## src/rtl/a2d_spi_resp.sv

```systemverilog
// a2d_spi_resp
// SPI responder that emulates an 8-channel, 12-bit A2D converter.
//
// Behaviour
// - The host's 16-bit command selects a channel (command bits [13:11]).
// - That channel is returned in the following frame, which mirrors the
//   converter's one-frame pipeline.
// - SCLK idles high.
// - The command is sampled on SCLK rise.
// - Response bits advance on SCLK fall.
// - All pin inputs are synchronised, so every internal action lands 3 clk
//   after the pin edge.
module a2d_spi_resp #(
    parameter logic [2:0] CH_RST = 3'd0,
    parameter logic [3:0] FILL   = 4'h0
) (
    input  logic        clk,
    input  logic        rst_n,
    input  logic        SS_n,
    input  logic        SCLK,
    input  logic        MOSI,
    output logic        MISO,
    input  logic [95:0] chan_data,
    output logic [15:0] cmd,
    output logic        cmd_vld,
    output logic        frm_err,
    output logic [2:0]  ch_sel
);

    typedef enum logic [1:0] {
        IDLE  = 2'd0,
        SHIFT = 2'd1,
        DONE  = 2'd2
    } state_t;

    state_t      state_reg;

    // Synchronisers. Index 0 is the pin-side flop; index 2 is the extra
    // flop used only for edge detection.
    logic [2:0]  ss_n_sync_reg;
    logic [2:0]  sclk_sync_reg;
    logic [1:0]  mosi_sync_reg;

    logic [15:0] tx_shft_reg;
    logic [15:0] rx_shft_reg;
    logic [4:0]  bit_cnt_reg;

    // Post-reset qualification.
    // - The sync chain resets high, so if SS_n is already low at release
    //   the chain would present a fake falling edge.
    // - Frames are therefore only accepted once SS_n has genuinely been
    //   seen high.
    logic [1:0]  init_cnt_reg;
    logic        armed_reg;

    // A falling SS_n seen during the single DONE cycle is remembered and
    // serviced in the following IDLE cycle.
    logic        fall_pend_reg;

    logic        ss_fall;
    logic        ss_rise;
    logic        sclk_rise;
    logic        sclk_fall;
    logic        mosi_sync;
    logic        ss_n_low;

    // Per-channel view of the packed sample bus.
    logic [11:0] chan_arr [8];

    genvar gi;
    generate
        for (gi = 0; gi < 8; gi = gi + 1) begin : g_chan
            assign chan_arr[gi] = chan_data[gi*12 +: 12];
        end
    endgenerate

    assign ss_n_low  = ~ss_n_sync_reg[1];
    assign ss_fall   = ss_n_sync_reg[2] & ~ss_n_sync_reg[1];
    assign ss_rise   = ~ss_n_sync_reg[2] & ss_n_sync_reg[1];
    assign sclk_rise = ~sclk_sync_reg[2] & sclk_sync_reg[1];
    assign sclk_fall = sclk_sync_reg[2] & ~sclk_sync_reg[1];
    assign mosi_sync = mosi_sync_reg[1];

    // Pin synchronisers. SS_n and SCLK reset to their idle level (high).
    always_ff @(posedge clk or negedge rst_n) begin
        if (!rst_n) begin
            ss_n_sync_reg <= 3'b111;
            sclk_sync_reg <= 3'b111;
            mosi_sync_reg <= 2'b00;
        end else begin
            ss_n_sync_reg <= {ss_n_sync_reg[1:0], SS_n};
            sclk_sync_reg <= {sclk_sync_reg[1:0], SCLK};
            mosi_sync_reg <= {mosi_sync_reg[0], MOSI};
        end
    end

    // Arm frame detection once the sync chain holds real pin samples and
    // SS_n has been observed high.
    always_ff @(posedge clk or negedge rst_n) begin
        if (!rst_n) begin
            init_cnt_reg <= 2'd0;
            armed_reg    <= 1'b0;
        end else begin
            if (init_cnt_reg != 2'd3) begin
                init_cnt_reg <= init_cnt_reg + 2'd1;
            end
            if ((init_cnt_reg >= 2'd2) && ss_n_sync_reg[1]) begin
                armed_reg <= 1'b1;
            end
        end
    end

    // Frame state machine with registered outputs.
    // - It owns the shift registers, the bit counter, the command/channel
    //   registers, MISO and the completion pulses.
    always_ff @(posedge clk or negedge rst_n) begin
        if (!rst_n) begin
            state_reg     <= IDLE;
            tx_shft_reg   <= 16'h0000;
            rx_shft_reg   <= 16'h0000;
            bit_cnt_reg   <= 5'd0;
            fall_pend_reg <= 1'b0;
            MISO          <= 1'b0;
            cmd           <= 16'h0000;
            cmd_vld       <= 1'b0;
            frm_err       <= 1'b0;
            ch_sel        <= CH_RST;
        end else begin
            cmd_vld <= 1'b0;
            frm_err <= 1'b0;
            case (state_reg)
                IDLE: begin
                    fall_pend_reg <= 1'b0;
                    MISO          <= 1'b0;
                    if (armed_reg && ss_n_low &&
                        (ss_n_sync_reg[2] || fall_pend_reg)) begin
                        // Snapshot the selected channel now, so later bus
                        // changes cannot tear the word being sent.
                        tx_shft_reg <= {FILL, chan_arr[ch_sel]};
                        MISO        <= FILL[3];
                        rx_shft_reg <= 16'h0000;
                        bit_cnt_reg <= 5'd0;
                        state_reg   <= SHIFT;
                    end
                end

                SHIFT: begin
                    if (ss_rise) begin
                        MISO      <= 1'b0;
                        state_reg <= DONE;
                        if (bit_cnt_reg == 5'd16) begin
                            cmd     <= rx_shft_reg;
                            ch_sel  <= rx_shft_reg[13:11];
                            cmd_vld <= 1'b1;
                        end else begin
                            frm_err <= 1'b1;
                        end
                    end else if (sclk_rise) begin
                        rx_shft_reg <= {rx_shft_reg[14:0], mosi_sync};
                        if (bit_cnt_reg != 5'd31) begin
                            bit_cnt_reg <= bit_cnt_reg + 5'd1;
                        end
                    end else if (sclk_fall) begin
                        tx_shft_reg <= {tx_shft_reg[14:0], 1'b0};
                        MISO        <= tx_shft_reg[14];
                    end
                end

                DONE: begin
                    MISO      <= 1'b0;
                    state_reg <= IDLE;
                    if (ss_fall) begin
                        fall_pend_reg <= 1'b1;
                    end
                end

                default: begin
                    MISO      <= 1'b0;
                    state_reg <= IDLE;
                end
            endcase
        end
    end

endmodule
```

## config.mk

```make
export PLATFORM = sky130hd
export DESIGN_NAME = a2d_spi_resp
export DESIGN_NICKNAME = d
export VERILOG_FILES = /design/src/rtl/a2d_spi_resp.sv
export SDC_FILE = /design/constraint.sdc
export NUM_CORES = 1
export LEC_CHECK = 0
export ABC_AREA = 1
export CAP_MARGIN = 5
export CORE_MARGIN = 10
export CORE_UTILIZATION = 35
export DETAILED_ROUTE_END_ITERATION = 8
export GPL_TIMING_DRIVEN = 0
export MAX_ROUTING_LAYER = met4
export PLACE_DENSITY_LB_ADDON = 0.05
export SLEW_MARGIN = 20
export SYNTH_ARGS = -nofsm -noshare
export SYNTH_HDL_FRONTEND = slang
export SYNTH_SLANG_ARGS = --single-unit
```

## constraint.sdc

```tcl
create_clock -name clk -period 1.6 [get_ports clk]
set_input_delay 0.16 -clock clk [delete_from_list [all_inputs] [get_ports clk]]
set_output_delay 0.16 -clock clk [all_outputs]
set_load 0.02 [all_outputs]
```

; ---- Word level (Yosys, flattened, before mapping)
; Index checks and enable logic that the tools add are counted.
[word_totals]
reg_bits = 72
out_inout_bits = 22
wordCells = 89
[op_classes]
addsub = 2
order_cmp = 2
eq_ne = 15
n_mux = 32
n_bitwise = 9
n_reduce_logical = 14
[ops]
columns = op, n
row1 = 15-bit two-way mux, 4
row2 = 16-bit two-way mux, 3
row3 = 12-bit binary-select mux with 3-bit select, 1
row4 = 16-bit one-hot mux with 2 select lines, 1
row5 = 15-bit one-hot mux with 2 select lines, 1
row6 = 12-bit two-way mux, 2
row7 = 5-bit two-way mux, 4
row8 = "2-bit inequality test, second input constant", 9
row9 = 1-bit two-way mux, 11
row10 = 5-bit one-hot mux with 2 select lines, 1
row11 = 5-bit AND reduction, 2
row12 = "3-bit inequality test, second input constant", 2
row13 = 2-bit AND reduction, 3
row14 = "5-bit by 1-bit adder with 5-bit output, second input constant", 1
row15 = "5-bit equality test, second input constant", 1
row16 = "5-bit inequality test, second input constant", 1
row17 = 1-bit AND, 4
row18 = "4-bit greater-or-equal comparator, second input constant", 1
row19 = 2-bit two-way mux, 2
row20 = 1-bit inverter, 4
row21 = 3-bit inverter with 4-bit output, 1
row22 = 2-bit one-hot mux with 2 select lines, 1
row23 = 4-bit AND reduction, 1
row24 = 2-bit nonzero test, 2
row25 = other kinds (9), 11

; ---- Logic depth before layout (Yosys ltp)
[depth]
depth_word = 6
ltp_mapped = 8
mapped_depth_nobuf = 8

; ---- Worst setup path after synthesis
; Ideal clock, no wire load.
[synth_path]
path_kind = register to register
startpoint = register, netlist name cmd[11]
endpoint = register tx_shft_reg[3]
setup_ps = 124
t_arrival_ps = 1246
required_ps = 1476
setup_slack_ps = 229
path_stages_with_launch = 8
n_path_buf = 2
period_less_slack_ps = 1371
path_cell_list = dfrtp_1 -> buf_2 -> buf_2 -> nand2_1 -> nand3_1 -> nand3_1 -> nand3_1 -> nand3_1
[synth_lines]
columns = element, line
row1 = to (signal assigned), 139  ; tx_shft_reg <= {FILL, chan_arr[ch_sel]};
row2 = to (signal assigned), 164  ; tx_shft_reg <= {tx_shft_reg[14:0], 1'b0};
row3 = to (decl), 44  ; logic [15:0] tx_shft_reg;

==> results.py <==
metrics = {
    "timing": {
        "hold-worst-slack_ns": 0.231,
        "period_minus_slack_ns": 1.53,
        "grt_setup_unrepaired": "true",
        "relSlewSlack": 0.655,
        "finalSetupTns_ns": 0,
        "setup_viol": 0,
        "max_freq_mhz": 654,
        "setup_ws_ns": 0.0714,
        "min_period_over_period": 0.955,
        "report.final.hold_viol_count": 0,
        "fin_skew_ns": 0.00532,
        "slew_violations": 0,
        "tightest_slew_ns": 0.518,
    },
    "final_layout": {
        "multi_input_area_um2": 1740,
        "fin_area_um2": 5730,
        "drive_gt1_frac": 0.113,
        "diodes": 0,
        "num-fill-cells": 1104,
        "register_area_um2": 1740,
        "layout.nets": 807,
        "area_delta_synth_final_pct": 44.8,
    },
    "worst_setup_path": {
        "worstSetupPathType": "reg2out",
        "r2r-end": "cmd[11]",
        "end_kind": "primary output",
        "r2r_slack_ns": 0.11,
        "worst_setup_path_start_kind": "flip-flop",
        "critPathSlowestCell": "clkdlybuf4s50_1",
        "cp.arrival_ns": 1.37,
        "r2r-start": "bit_cnt_reg[0]",
        "cp.depth": 1,
        "crit_chain": "clkdlybuf4s50_1",
        "critPathMaxFanout": 3,
        "reg2regPathDepth": 8,
        "slowest_delay_ns": 0.64,
        "required_ns": 1.44,
        "crit_buf_inv": 1,
        "worst_path_dominant_cell_family": "buffers and inverters",
    },
    "drt": {
        "wl_per_cell_um": 15.5,
        "vias": 3971,
        "drtIter0Drc": 326,
        "via_per_inst": 4.69,
        "wirelength_um": 13100,
        "ant_nets": 0,
        "drc_errors": 0,
        "first_pass_iters": 4,
    },
    "yosys": {
        "netlist_instances": 566,
        "synth_nets": 671,
        "synthTopCellsByCount": "nand2_1, nand3_1, inv_1",
        "yosysMostFrequentCell": "nand2_1",
        "synth_ff_type": "dfrtp_1",
        "yosysUniqueCellTypes": 25,
        "synth_top_area_share": 0.398,
        "synth_edf_count": 0,
        "synthesis.area_um2": 3960,
        "synth_area_per_cell_um2": 6.99,
        "synth_top_cell_by_area": "dfrtp_1",
        "synth-async-reset-ratio": 1.00,
        "synth_area_leaders": "dfrtp_1, nand2_1, nand3_1",
        "yosys_warnings": 0,
        "ys_ff_latch": 69,
        "ys_seq_area_frac": 0.438,
    },
    "floorplanning": {
        "die_h_um": 126,
        "core_um2": 10900,
        "dieArea_um2": 16000,
        "die_w_um": 126,
        "rows": 38,
        "start_util": 0.362,
        "io_pins": 123,
    },
    "power_and_ir_drop": {
        "p_leak_nw": 2.94,
        "ir_worst_vdd_mv": 0.788,
        "p_per_area_nw_per_um2": 974,
    },
    "place": {
        "io_buffers": 122,
        "gp_congestion": 0.901,
        "place_ws_ns": -0.116,
        "dp_hpwl_um": 10200,
        "place_area_um2": 5370,
    },
    "clock_tree": {
        "clkSinkCount": 69,
        "cts_buffers": 9,
        "clk_latency_ns": 0.33,
        "cts_root_buf": "clkbuf_16",
        "cts_max_path_buffers": 2,
        "tritoncts": "built",
        "clkTransAtPathRegs_ns": 0.06,
        "ctsHtreeMaxLevel": 3,
    },
    "hold_path": {
        "min_from": "SS_n",
        "hold_end": "ss_n_sync_reg[0]",
        "hold_depth": 1,
        "hold_class": "in2reg",
    },
    "status": {
        "status": "complete, no violations",
    },
    "grt": {
        "grt-ovfl-total": 0,
        "grt_use_total": 0.167,
        "grt_pass1_wl_um": 21200,
        "antenna_found_initial": 0,
        "first_global_vias": 3977,
        "grt_max_degree": 36,
    },
    "flow_run": {
        "maxCapViolCount": 0,
    },
}
-- cell usage in the layout, fill, tap and decap left out, types with 3 or more instances in the layout --
master	count
clkbuf_16	9
clkbuf_4	5
buf_2	8
clkdlybuf4s50_1	116
buf_4	11
nand2_2	3
clkinv_2	4
dfrtp_1	61
inv_1	77
buf_6	3
inv_2	5
nand2_1	211
o21ai_0	18
nor2_1	10
nand3_1	98
dlygate4sd2_1	3
ha_1	4
dfstp_2	6
clkbuf_2	7
o21ai_2	5
o21ai_1	18
-- through the flow --
| step | power, mW | instances | util |
|---|---|---|---|
| floorplan | 3.08 | 566 | - |
| finish | 5.58 | 847 | 0.524 |
| detailed placement | 3.67 | 829 | 0.491 |
| global route | 5.93 | 847 | 0.524 |
| global placement | 3.63 | 828 | 0.490 |
| CTS | 5.61 | 845 | 0.519 |
-- final cells by class --
class,instances,area share
clock buffers,9,0.0393
repair buffers,126,0.221
multi-input cells,381,0.304
plain buffers,33,0.0373
flip-flops and latches,69,0.303
inverters,82,0.0537
well taps,140,0.0306
clock inverters,7,0.0116
-- metal layers --
metal	vias up	share of wire	GRT usage
met3	11	0.045	0.0337
met4	0	0.010	0.0382
met2	117	0.44	0.250
li1	2025	-	-
met1	1818	0.51	0.229
met5	-	0	-
-- timing repair --
action | 4_1_cts | 5_1_grt
setup buffers | 0 | 2
hold buffers | 1 | 0
pin swaps | 0 | 2
endpoints found under the hold margin | 34 | 0
setup endpoints to repair | 17 | 35
resized for setup | 7 | 26
-- power by group --
part	switching [mW]	total [mW]	internal (mW)	leakage, nW
combinational	0.853	1.51	0.652	1.90
clock	0.713	1.91	1.19	0.145
sequential	0.162	2.17	2.01	0.895
total	1.73	5.58	3.85	2.94
-- logic make-up (layout without fill, tap and decap cells) --
family / count (synthesis) / after routing / synth area share
simple gates: 331 / 331 / 0.355
mux: 1 / 1 / 0.00284
flops: 69 / 69 / 0.438
xor+xnor: 1 / 1 / 0.00221
compound gates: 44 / 44 / 0.0632
fa+ha+maj: 4 / 4 / 0.0126
buf+inv: 116 / 257 / 0.126
-- worst max-delay path by stage --
stage / start / to
CTS: cmd[11] / ch_sel[0]
detailed placement: cmd[11] / tx_shft_reg[9]
floorplan: cmd[11] / tx_shft_reg[3]
global placement: rst_n / tx_shft_reg[8]
global route: bit_cnt_reg[0] / cmd[7]
finish: cmd[12] / ch_sel[1]
Power figures use the tool's default switching activity.
